File: src/rtl/fetch_unit_pkg.sv
// Shared constants, state encoding and decode helpers for the instruction-fetch stage.
package fetch_unit_pkg;

   localparam int unsigned       PC_W        = 16;
   localparam logic [PC_W-1:0]   NOP_INSTR_C = 16'h0800;
   localparam logic [PC_W-1:0]   PC_STEP     = 16'h0002;
   localparam logic [4:0]        HALT_OP     = 5'b00000;

   typedef enum logic [2:0] {
      ST_FETCH  = 3'd0,
      ST_WAIT   = 3'd1,
      ST_HOLD   = 3'd2,
      ST_SQUASH = 3'd3,
      ST_HALTED = 3'd4
   } fetch_state_e;

   function automatic logic is_halt(input logic [PC_W-1:0] instr);
      return (instr[PC_W-1 -: 5] == HALT_OP);
   endfunction

endpackage

File: src/rtl/fetch_hold_buf.sv
// One-entry buffer that keeps a fetched instruction while decode is stalled.
module fetch_hold_buf
   import fetch_unit_pkg::*;
(
   input  logic            clk,
   input  logic            rst,
   input  logic            load_i,
   input  logic            clear_i,
   input  logic [PC_W-1:0] data_i,
   output logic [PC_W-1:0] data_o,
   output logic            full_o
);

   logic [PC_W-1:0] data_q;
   logic            full_q;

   // Buffer contents and occupancy; clear wins over load.
   always_ff @(posedge clk or posedge rst) begin
      if (rst) begin
         data_q <= NOP_INSTR_C;
         full_q <= 1'b0;
      end else if (clear_i) begin
         data_q <= data_q;
         full_q <= 1'b0;
      end else if (load_i) begin
         data_q <= data_i;
         full_q <= 1'b1;
      end else begin
         data_q <= data_q;
         full_q <= full_q;
      end
   end

   assign data_o = data_q;
   assign full_o = full_q;

endmodule

File: src/rtl/fetch_unit.sv
// Instruction-fetch stage: owns the PC, drives a variable-latency instruction
// memory and presents {instr, pc+2} to the IF/D register.
module fetch_unit
   import fetch_unit_pkg::*;
#(
   parameter logic [15:0] RESET_PC  = 16'h0000,
   parameter logic [15:0] NOP_INSTR = 16'h0800
) (
   input  logic            clk,
   input  logic            rst,
   input  logic            stall,
   input  logic            redirect,
   input  logic [PC_W-1:0] redirect_pc,
   input  logic [PC_W-1:0] imem_data,
   input  logic            imem_done,
   input  logic            imem_err,
   output logic [PC_W-1:0] imem_addr,
   output logic            imem_rd,
   output logic [PC_W-1:0] instr_out,
   output logic [PC_W-1:0] pc_add_2_out,
   output logic            valid,
   output logic            fetch_stall,
   output logic            err,
   output logic            halted
);

   fetch_state_e    state_q, state_d;
   logic [PC_W-1:0] pc_q, pc_d;
   logic [PC_W-1:0] tgt_q, tgt_d;
   logic            err_q, err_d;
   logic [PC_W-1:0] pc_inc_s;
   logic            misalign_s;
   logic            buf_load_s;
   logic            buf_clear_s;
   logic [PC_W-1:0] buf_data_s;
   logic            buf_full_s;

   assign pc_inc_s   = pc_q + PC_STEP;
   assign misalign_s = pc_q[0];

   fetch_hold_buf u_hold_buf (
      .clk     (clk),
      .rst     (rst),
      .load_i  (buf_load_s),
      .clear_i (buf_clear_s),
      .data_i  (imem_data),
      .data_o  (buf_data_s),
      .full_o  (buf_full_s)
   );

   // State, PC, saved redirect target and sticky error.
   always_ff @(posedge clk or posedge rst) begin
      if (rst) begin
         state_q <= ST_FETCH;
         pc_q    <= RESET_PC;
         tgt_q   <= RESET_PC;
         err_q   <= 1'b0;
      end else begin
         state_q <= state_d;
         pc_q    <= pc_d;
         tgt_q   <= tgt_d;
         err_q   <= err_d;
      end
   end

   // Next-state, next-PC and buffer control.
   always_comb begin
      state_d     = state_q;
      pc_d        = pc_q;
      tgt_d       = tgt_q;
      err_d       = err_q;
      buf_load_s  = 1'b0;
      buf_clear_s = 1'b0;
      case (state_q)
         ST_FETCH, ST_WAIT: begin
            // A misaligned PC never issues a read, so a redirect there is immediate.
            if (redirect) begin
               if (imem_done || (state_q == ST_FETCH && misalign_s)) begin
                  pc_d    = redirect_pc;
                  state_d = ST_FETCH;
               end else begin
                  tgt_d   = redirect_pc;
                  state_d = ST_SQUASH;
               end
            end else if (state_q == ST_FETCH && misalign_s) begin
               err_d   = 1'b1;
               state_d = ST_HALTED;
            end else if (imem_done) begin
               if (imem_err) begin
                  err_d   = 1'b1;
                  state_d = ST_HALTED;
               end else if (stall) begin
                  buf_load_s = 1'b1;
                  state_d    = ST_HOLD;
               end else if (is_halt(imem_data)) begin
                  state_d = ST_HALTED;
               end else begin
                  pc_d    = pc_inc_s;
                  state_d = ST_FETCH;
               end
            end else begin
               state_d = ST_WAIT;
            end
         end
         ST_HOLD: begin
            if (redirect) begin
               pc_d        = redirect_pc;
               buf_clear_s = 1'b1;
               state_d     = ST_FETCH;
            end else if (!stall) begin
               buf_clear_s = 1'b1;
               if (is_halt(buf_data_s)) begin
                  state_d = ST_HALTED;
               end else begin
                  pc_d    = pc_inc_s;
                  state_d = ST_FETCH;
               end
            end else begin
               state_d = ST_HOLD;
            end
         end
         ST_SQUASH: begin
            if (imem_done) begin
               pc_d    = redirect ? redirect_pc : tgt_q;
               state_d = ST_FETCH;
            end else if (redirect) begin
               tgt_d = redirect_pc;
            end else begin
               state_d = ST_SQUASH;
            end
         end
         ST_HALTED: begin
            if (redirect) begin
               pc_d    = redirect_pc;
               state_d = ST_FETCH;
            end else begin
               state_d = ST_HALTED;
            end
         end
         default: begin
            state_d = ST_FETCH;
         end
      endcase
   end

   // Memory request and IF/D outputs; everything is forced idle while rst is high.
   always_comb begin
      imem_rd     = 1'b0;
      instr_out   = NOP_INSTR;
      valid       = 1'b0;
      fetch_stall = 1'b0;
      halted      = 1'b0;
      if (rst) begin
         imem_rd = 1'b0;
      end else begin
         case (state_q)
            ST_FETCH, ST_WAIT: begin
               if (state_q == ST_FETCH && misalign_s) begin
                  imem_rd = 1'b0;
               end else begin
                  imem_rd     = 1'b1;
                  fetch_stall = !imem_done;
                  if (imem_done && !imem_err && !redirect) begin
                     instr_out = imem_data;
                     valid     = 1'b1;
                  end else begin
                     valid = 1'b0;
                  end
               end
            end
            ST_HOLD: begin
               if (!redirect) begin
                  instr_out = buf_data_s;
                  valid     = buf_full_s;
               end else begin
                  valid = 1'b0;
               end
            end
            ST_SQUASH: begin
               imem_rd     = 1'b1;
               fetch_stall = !imem_done;
            end
            ST_HALTED: begin
               halted = 1'b1;
            end
            default: begin
               imem_rd = 1'b0;
            end
         endcase
      end
   end

   assign imem_addr    = pc_q;
   assign pc_add_2_out = pc_inc_s;
   assign err          = err_q;

endmodule
File: config.mk
export PLATFORM = sky130hd
export DESIGN_NAME = fetch_unit
export DESIGN_NICKNAME = d
export VERILOG_FILES = /design/src/rtl/fetch_unit_pkg.sv /design/src/rtl/fetch_hold_buf.sv /design/src/rtl/fetch_unit.sv
export SDC_FILE = /design/constraint.sdc
export NUM_CORES = 1
export LEC_CHECK = 0
export ABC_AREA = 1
export CORE_MARGIN = 1.5
export CORE_UTILIZATION = 45
export CTS_CLUSTER_DIAMETER = 30
export DETAILED_ROUTE_END_ITERATION = 16
export PLACE_DENSITY = 0.74
export SLEW_MARGIN = 5
export SYNTH_ARGS = -nofsm -noshare
export SYNTH_HDL_FRONTEND = slang
export SYNTH_SLANG_ARGS = --single-unit
File: constraint.sdc
create_clock -name clk -period 3.2 [get_ports clk]
set_input_delay 0.8 -clock clk [delete_from_list [all_inputs] [get_ports clk]]
set_output_delay 0.8 -clock clk [all_outputs]
set_load 0.1 [all_outputs]
==> flow_metrics.py, run 1 <==
metrics = {
    "pwr": {
        "pwr_density_cell_mw_per_mm2": 1051,
        "total_power_uw": 5622,
        "power.leakage_uw": 0.002474,
        "vdd_drop_max_mv": 0.3618,
    },
    "drt": {
        "via_per_inst": 5.224,
        "vias": 3887,
        "route.detailed.drc": 0,
        "drtAntennaViolNets": 0,
        "dr.first_iter.drc_count": 238,
        "routedWlPerCell_um": 13.84,
        "routed_wl_mm": 10.29,
        "firstDrtPassIters": 5,
    },
    "synth": {
        "synth_compound_area_share_pct": 16.68,
        "synth_top_area_share_pct": 35.54,
        "synth_area_per_cell_um2": 6.681,
        "synth_cells": 548,
        "synth-xor-area-share_pct": 1.196,
        "synth_top_family_by_area": "simple AND/OR/NAND/NOR gates",
        "synth_area_leaders": "dfrtp_1 (36%), nand2_1 (18%), o21ai_0 (11%)",
        "synthSimpleGateAreaFrac_pct": 32.47,
        "synth_warnings": 0,
        "yosysTopAreaCell": "dfrtp_1",
        "ys_types": 37,
        "ys_ff_latch": 53,
        "muxShareOfSynthArea_pct": 1.846,
        "yosys.area_share.adder_pct": 0.3418,
        "yosysSeqAreaShare_pct": 36.26,
        "netlist_area_mm2": 0.003661,
        "synth_nets": 587,
    },
    "cts": {
        "insertion_delay_ns": 0.31,
        "clk_path_buf_depth": 2,
        "root_buffer": "clkbuf_8",
        "cts_tree": "done",
        "clk_pin_slew_ns": 0.09,
        "htree_num_levels": 2,
        "cts_hold_buffers": 0,
        "clkSinkCount": 53,
        "numCtsBuffers": 5,
    },
    "place": {
        "hpwl_mm": 7.697,
        "place_ws_ns": 0.004941,
        "routabilityCongestion": 0.8958,
        "numPortBuffers": 90,
    },
    "critical_path": {
        "reg2reg_depth": 9,
        "cpMaxStageDelayCell": "clkdlybuf4s50_1",
        "cp_data_required_time_ns": 2.40,
        "ff2ff_setup_slack_ns": 1.20,
        "reg2reg_from": "state_q[2]$_DFFE_PP0P_",
        "crit_path_max_incr_delay_ns": 0.50,
        "worstPathCellList": "clkdlybuf4s50_1, nor3_4, buf_6, nand4_1, a21oi_4, buf_12",
        "arrival_ns": 2.30,
        "worstReg2RegEnd": "imem_addr[6]$_DFFE_PP0P_",
        "crit_type": "in2out",
        "startpoint_type": "input port",
        "crit_path_end_kind": "output pin",
        "crit_family": "buffers and inverters",
        "crit_buf_inv": 3,
        "critPathMaxFanout": 7,
    },
    "global_route": {
        "grt_usage_pct": 25.33,
        "grt_max_degree": 40,
        "grt_pass1_vias": 3744,
        "grt_pass1_wl_mm": 17.59,
        "grt_overflow_total": 0,
        "grt_antenna_before_repair": 0,
    },
    "layout": {
        "layout.nets": 680,
        "drive_gt1_share_pct": 21.34,
        "diodes": 0,
        "final_core_util_pct": 68.51,
        "syn_to_final_growth_pct": 46.10,
    },
    "floorplan": {
        "start_util_pct": 46.89,
        "core_area_mm2": 0.007807,
        "die_x_um": 93.20,
        "rows": 32,
        "ios": 91,
        "dieArea_mm2": 0.008685,
        "die_h_um": 93.20,
    },
    "sta": {
        "setup_violations": 0,
        "worst_clock_skew_ns": 0.005428,
        "finalCritPeriodShare_pct": 96.79,
        "fin_ws_ns": 0.1026,
        "max_freq_mhz": 322.9,
        "slew_viol_final": 0,
        "hold_viol": 0,
        "holdWs_ns": 0.4728,
        "worst_pin_slew_ns": 0.5715,
        "fin_crit_ns": 3.097,
        "maxSlewHeadroom_pct": 61.76,
    },
    "hold_path": {
        "hp-class": "reg2reg",
        "hold_depth": 2,
        "hp-start": "err$_DFFE_PP0P_",
        "holdPathEnd": "err$_DFFE_PP0P_",
    },
    "flow_run": {
        "cap_viol_max_count": 0,
    },
    "run_status": {
        "status": "finished clean",
    },
}
==> final cells by class <==
cell class	count	area, um^2
repair buffers	109	1328
fillers	678	2459
inverters	77	292.8
flip-flops and latches	53	1329
clock buffers	7	86.33
multi-input cells	395	2156
clock inverters	1	30.03
well taps	102	127.6
==> tightest hold or removal path, delay by kind of cell, from the launching register on <==
family / cells / cell delay [ns]
buf+inv: 1 / 0.04
simple gates: 1 / 0.05
flops: 1 / 0.35
==> report_power, final <==
group	switching (uW)	total (uW)	leakage [uW]	internal (uW)
clock	228	484	0.0000585	255
sequential	264	1260	0.000650	992
combinational	2790	3880	0.00176	1090
==> flip-flops by register name, indices dropped and copies added, names as in the netlist <==
register	cells
err	1
state_q	3
u_hold_buf.full_o	1
tgt_q	16
u_hold_buf.data_o	16
imem_addr	16
==> per-stage QoR <==
step | cells | setup TNS, ns | instance area, um^2
6_report | 744 | 0 | 5349
2_1_floorplan | 548 | -1.063 | 3871
3_3_place_gp | 734 | 0 | 5174
3_5_place_dp | 734 | 0 | 5174
5_1_grt | 744 | -0.001288 | 5349
4_1_cts | 742 | 0 | 5294
==> layout by cell type, fill, tap and decap left out, types with 2 or more instances in the layout <==
cell type / count
nand3_2: 2
a21oi_1: 14
nor3_1: 6
nand4_1: 18
dlymetal6s2s_1: 2
o21ai_1: 8
inv_1: 69
clkdlybuf4s50_1: 35
o21ai_0: 77
nand3_1: 20
and2_1: 2
buf_12: 32
nand2_1: 172
mux2_2: 6
inv_2: 7
clkbuf_8: 6
and2_2: 4
nor2_1: 23
buf_6: 3
xor2_4: 3
nor2_4: 2
a21oi_2: 3
dfrtp_1: 51
a21oi_4: 11
buf_4: 37
nor2_2: 6
==> synthesized netlist by cell type (all sizes together) <==
master	instances
nand2	173
o21ai	86
inv	77
dfrtp	52
nor2	32
a21oi	28
nand3	23
nand4	20
clkbuf	12
buf	11
nor3	8
and2	6
mux2	6
xor2	5
o22ai	2
a21bo	1
a31oi	1
dfstp	1
ha	1
nand3b	1
nor3b	1
o211ai	1
==> worst max path at each step <==
stage / slack, ns / end / start / cells after the start
after floorplan: -0.31 / pc_add_2_out[3] / imem_addr[1]$_DFFE_PP0P_ / 2
after global placement: 0.08 / valid / redirect / 7
after detailed placement: 0.005 / instr_out[5] / redirect / 7
after CTS: 0.05 / instr_out[5] / imem_done / 7
after global routing: -0.001 / instr_out[12] / imem_err / 7
final: 0.10 / instr_out[2] / imem_err / 6
==> metal layers <==
layer	track usage, %	share of wire, %
met5	0	0
met4	5.808	1.2
met3	6.748	7.5
met2	43.73	48
met1	31.54	43
==> timing repair <==
| item | 4_1_cts | 5_1_grt |
|---|---|---|
| endpoints found under the setup margin | 1 | 15 |
| gates cloned | 0 | 1 |
| buffers inserted | 0 | 1 |
| resized for setup | 1 | 12 |
| pin swaps | 0 | 7 |
==> logic make-up (layout without fill, tap and decap cells) <==
kind of cell	count (synthesis)	in the layout
AOI/OAI and AO/OA	119	119
adders and majority gates	1	1
muxes	6	6
xor gates and xnor gates	5	5
and+or+nand+nor	264	264
DFF	53	53
buffers and inverters	100	194
Note: power is estimated with default switching activity, not from simulation.
==> inputs of run 2 (changes only) <==
- SKIP_CTS_REPAIR_TIMING: unset -> 1
==> run 2 against run 1 <==
  * First-iteration DRC count down 0.84%
  * Via count shrank 0.13%
  * Cell count did not move
  * Largest power group unchanged
  * Register-to-register slack about the same
  * Critical path depth is the same
  * Maximum frequency rose by 0.49%
  * Setup slack better by 0.015 ns
  * Clock power about the same
  * Non-clock buffer count unchanged
  * Power is essentially flat
  * Routed wire length down 0.23%
==> flow_metrics.py, run 2 (synthesis gave the netlist of run 1 again) <==
metrics = {
    "place": {
        "dp_cells": 734,
        "hpwl_mm": 7.697,
        "numPortBuffers": 90,
        "routabilityCongestion": 0.8958,
        "place_ws_ns": 0.004941,
    },
    "flow_run": {
        "cap_viol_max_count": 0,
    },
    "sta": {
        "max_freq_mhz": 324.4,
        "slew_viol_final": 0,
        "fin_crit_ns": 3.082,
        "worst_clock_skew_ns": 0.007316,
        "worst_pin_slew_ns": 0.5707,
        "setup_tns_ns": 0,
        "holdWs_ns": 0.4748,
        "rsz0062_at_grt": "no",
        "finalCritPeriodShare_pct": 96.33,
        "hold_viol": 0,
        "setup_violations": 0,
        "maxSlewHeadroom_pct": 61.81,
        "fin_ws_ns": 0.1176,
    },
    "floorplan": {
        "rows": 32,
        "core_area_mm2": 0.007807,
        "die_h_um": 93.20,
        "die_x_um": 93.20,
        "start_util_pct": 46.89,
        "dieArea_mm2": 0.008685,
        "ios": 91,
    },
    "cts": {
        "cts_tree": "done",
        "root_buffer": "clkbuf_8",
        "numCtsBuffers": 5,
        "htree_num_levels": 2,
        "clk_path_buf_depth": 2,
        "clk_pin_slew_ns": 0.09,
        "clkSinkCount": 53,
        "insertion_delay_ns": 0.31,
    },
    "drt": {
        "firstDrtPassIters": 5,
        "wirelength_met1_mm": 4.475,
        "drtAntennaViolNets": 0,
        "top_layer": "met4",
        "dr.first_iter.drc_count": 236,
        "routed_wl_mm": 10.27,
        "wl_met3_um": 770,
        "routedWlPerCell_um": 13.80,
        "route.detailed.drc": 0,
        "via_per_inst": 5.218,
        "vias": 3882,
        "wl_met2_mm": 4.897,
    },
    "global_route": {
        "grt_overflow_total": 0,
        "grt_antenna_before_repair": 0,
        "grt_pass1_wl_mm": 17.60,
        "grt_pass1_vias": 3746,
        "grt_usage_pct": 25.35,
        "grt_max_degree": 40,
    },
    "pwr": {
        "vdd_drop_max_mv": 0.3623,
        "power.leakage_uw": 0.002474,
        "pwr_density_cell_mw_per_mm2": 1051,
    },
    "critical_path": {
        "crit_path_end_kind": "output pin",
        "crit_buf_inv": 3,
        "crit_family": "buffers and inverters",
        "crit_type": "in2out",
        "worstPathCellList": "clkdlybuf4s50_1, nor3_4, buf_6, nand4_1, a21oi_4, buf_12",
        "startpoint_type": "input port",
        "arrival_ns": 2.28,
        "crit_path_max_incr_delay_ns": 0.49,
        "cp_data_required_time_ns": 2.40,
        "cpMaxStageDelayCell": "clkdlybuf4s50_1",
        "critPathMaxFanout": 7,
    },
    "layout": {
        "drive_gt1_share_pct": 21.34,
        "diodes": 0,
        "syn_to_final_growth_pct": 46.10,
        "final_common_cell": "nand2_1",
        "mostFrequentLayoutCells": "nand2_1 (172), o21ai_0 (77), inv_1 (69)",
        "layout.nets": 680,
        "fin_cells": 744,
    },
    "hold_path": {
        "hp-class": "reg2reg",
    },
    "run_status": {
        "status": "finished clean",
    },
}
## run 2: cell counts in the layout (fill, tap and decap cells not counted)
Identical to the previous run, type by type.
## run 2: stage by stage
stage	util, %	area, um^2	total power [uW]
2_1_floorplan	-	3871	4101
3_3_place_gp	66.27	5174	5075
3_5_place_dp	66.27	5174	5141
4_1_cts	67.76	5290	5631
5_1_grt	68.51	5349	5964
6_report	68.51	5349	5621
## run 2: routing by layer
| metal | vias up | track usage (%) |
|---|---|---|
| met1 | 1803 | 31.54 |
| met4 | 0 | 5.808 |
| met5 | - | 0 |
| met2 | 112 | 43.80 |
| met3 | 11 | 6.748 |
| li1 | 1956 | - |
## run 2: area by class of cell
class                   instances  area (um^2)
flip-flops and latches         53         1329
clock inverters                 1        30.03
inverters                      77        292.8
multi-input cells             395         2156
fillers                       678         2459
well taps                     102        127.6
repair buffers                109         1328
clock buffers                   7        86.33
## run 2: path summary, 6_finish.rpt
path / from / endpoint / slack (ns) / cells after the start
hold reg to reg: err$_DFFE_PP0P_ / err$_DFFE_PP0P_ / 0.47 / 2
hold / removal: err$_DFFE_PP0P_ / err$_DFFE_PP0P_ / 0.47 / 2
setup / recovery: imem_err / instr_out[2] / 0.12 / 6
min in group asynchronous: rst / u_hold_buf.data_o[4]$_DFFE_PP0P_ / 1.09 / 3
setup reg to reg: state_q[2]$_DFFE_PP0P_ / imem_addr[6]$_DFFE_PP0P_ / 1.19 / 9
max in group asynchronous: rst / imem_addr[2]$_DFFE_PP0P_ / 1.56 / 4
## run 2: power breakdown
| part | internal (uW) | total [uW] | switching [uW] |
|---|---|---|---|
| Clock | 255 | 482 | 227 |
| Combinational | 1090 | 3880 | 2790 |
| Sequential | 992 | 1260 | 264 |
## run 2: tightest hold or removal path: stages (launching register included)
cell	delay, ns
dfrtp_1	0.35
inv_1	0.04
nand2_1	0.06
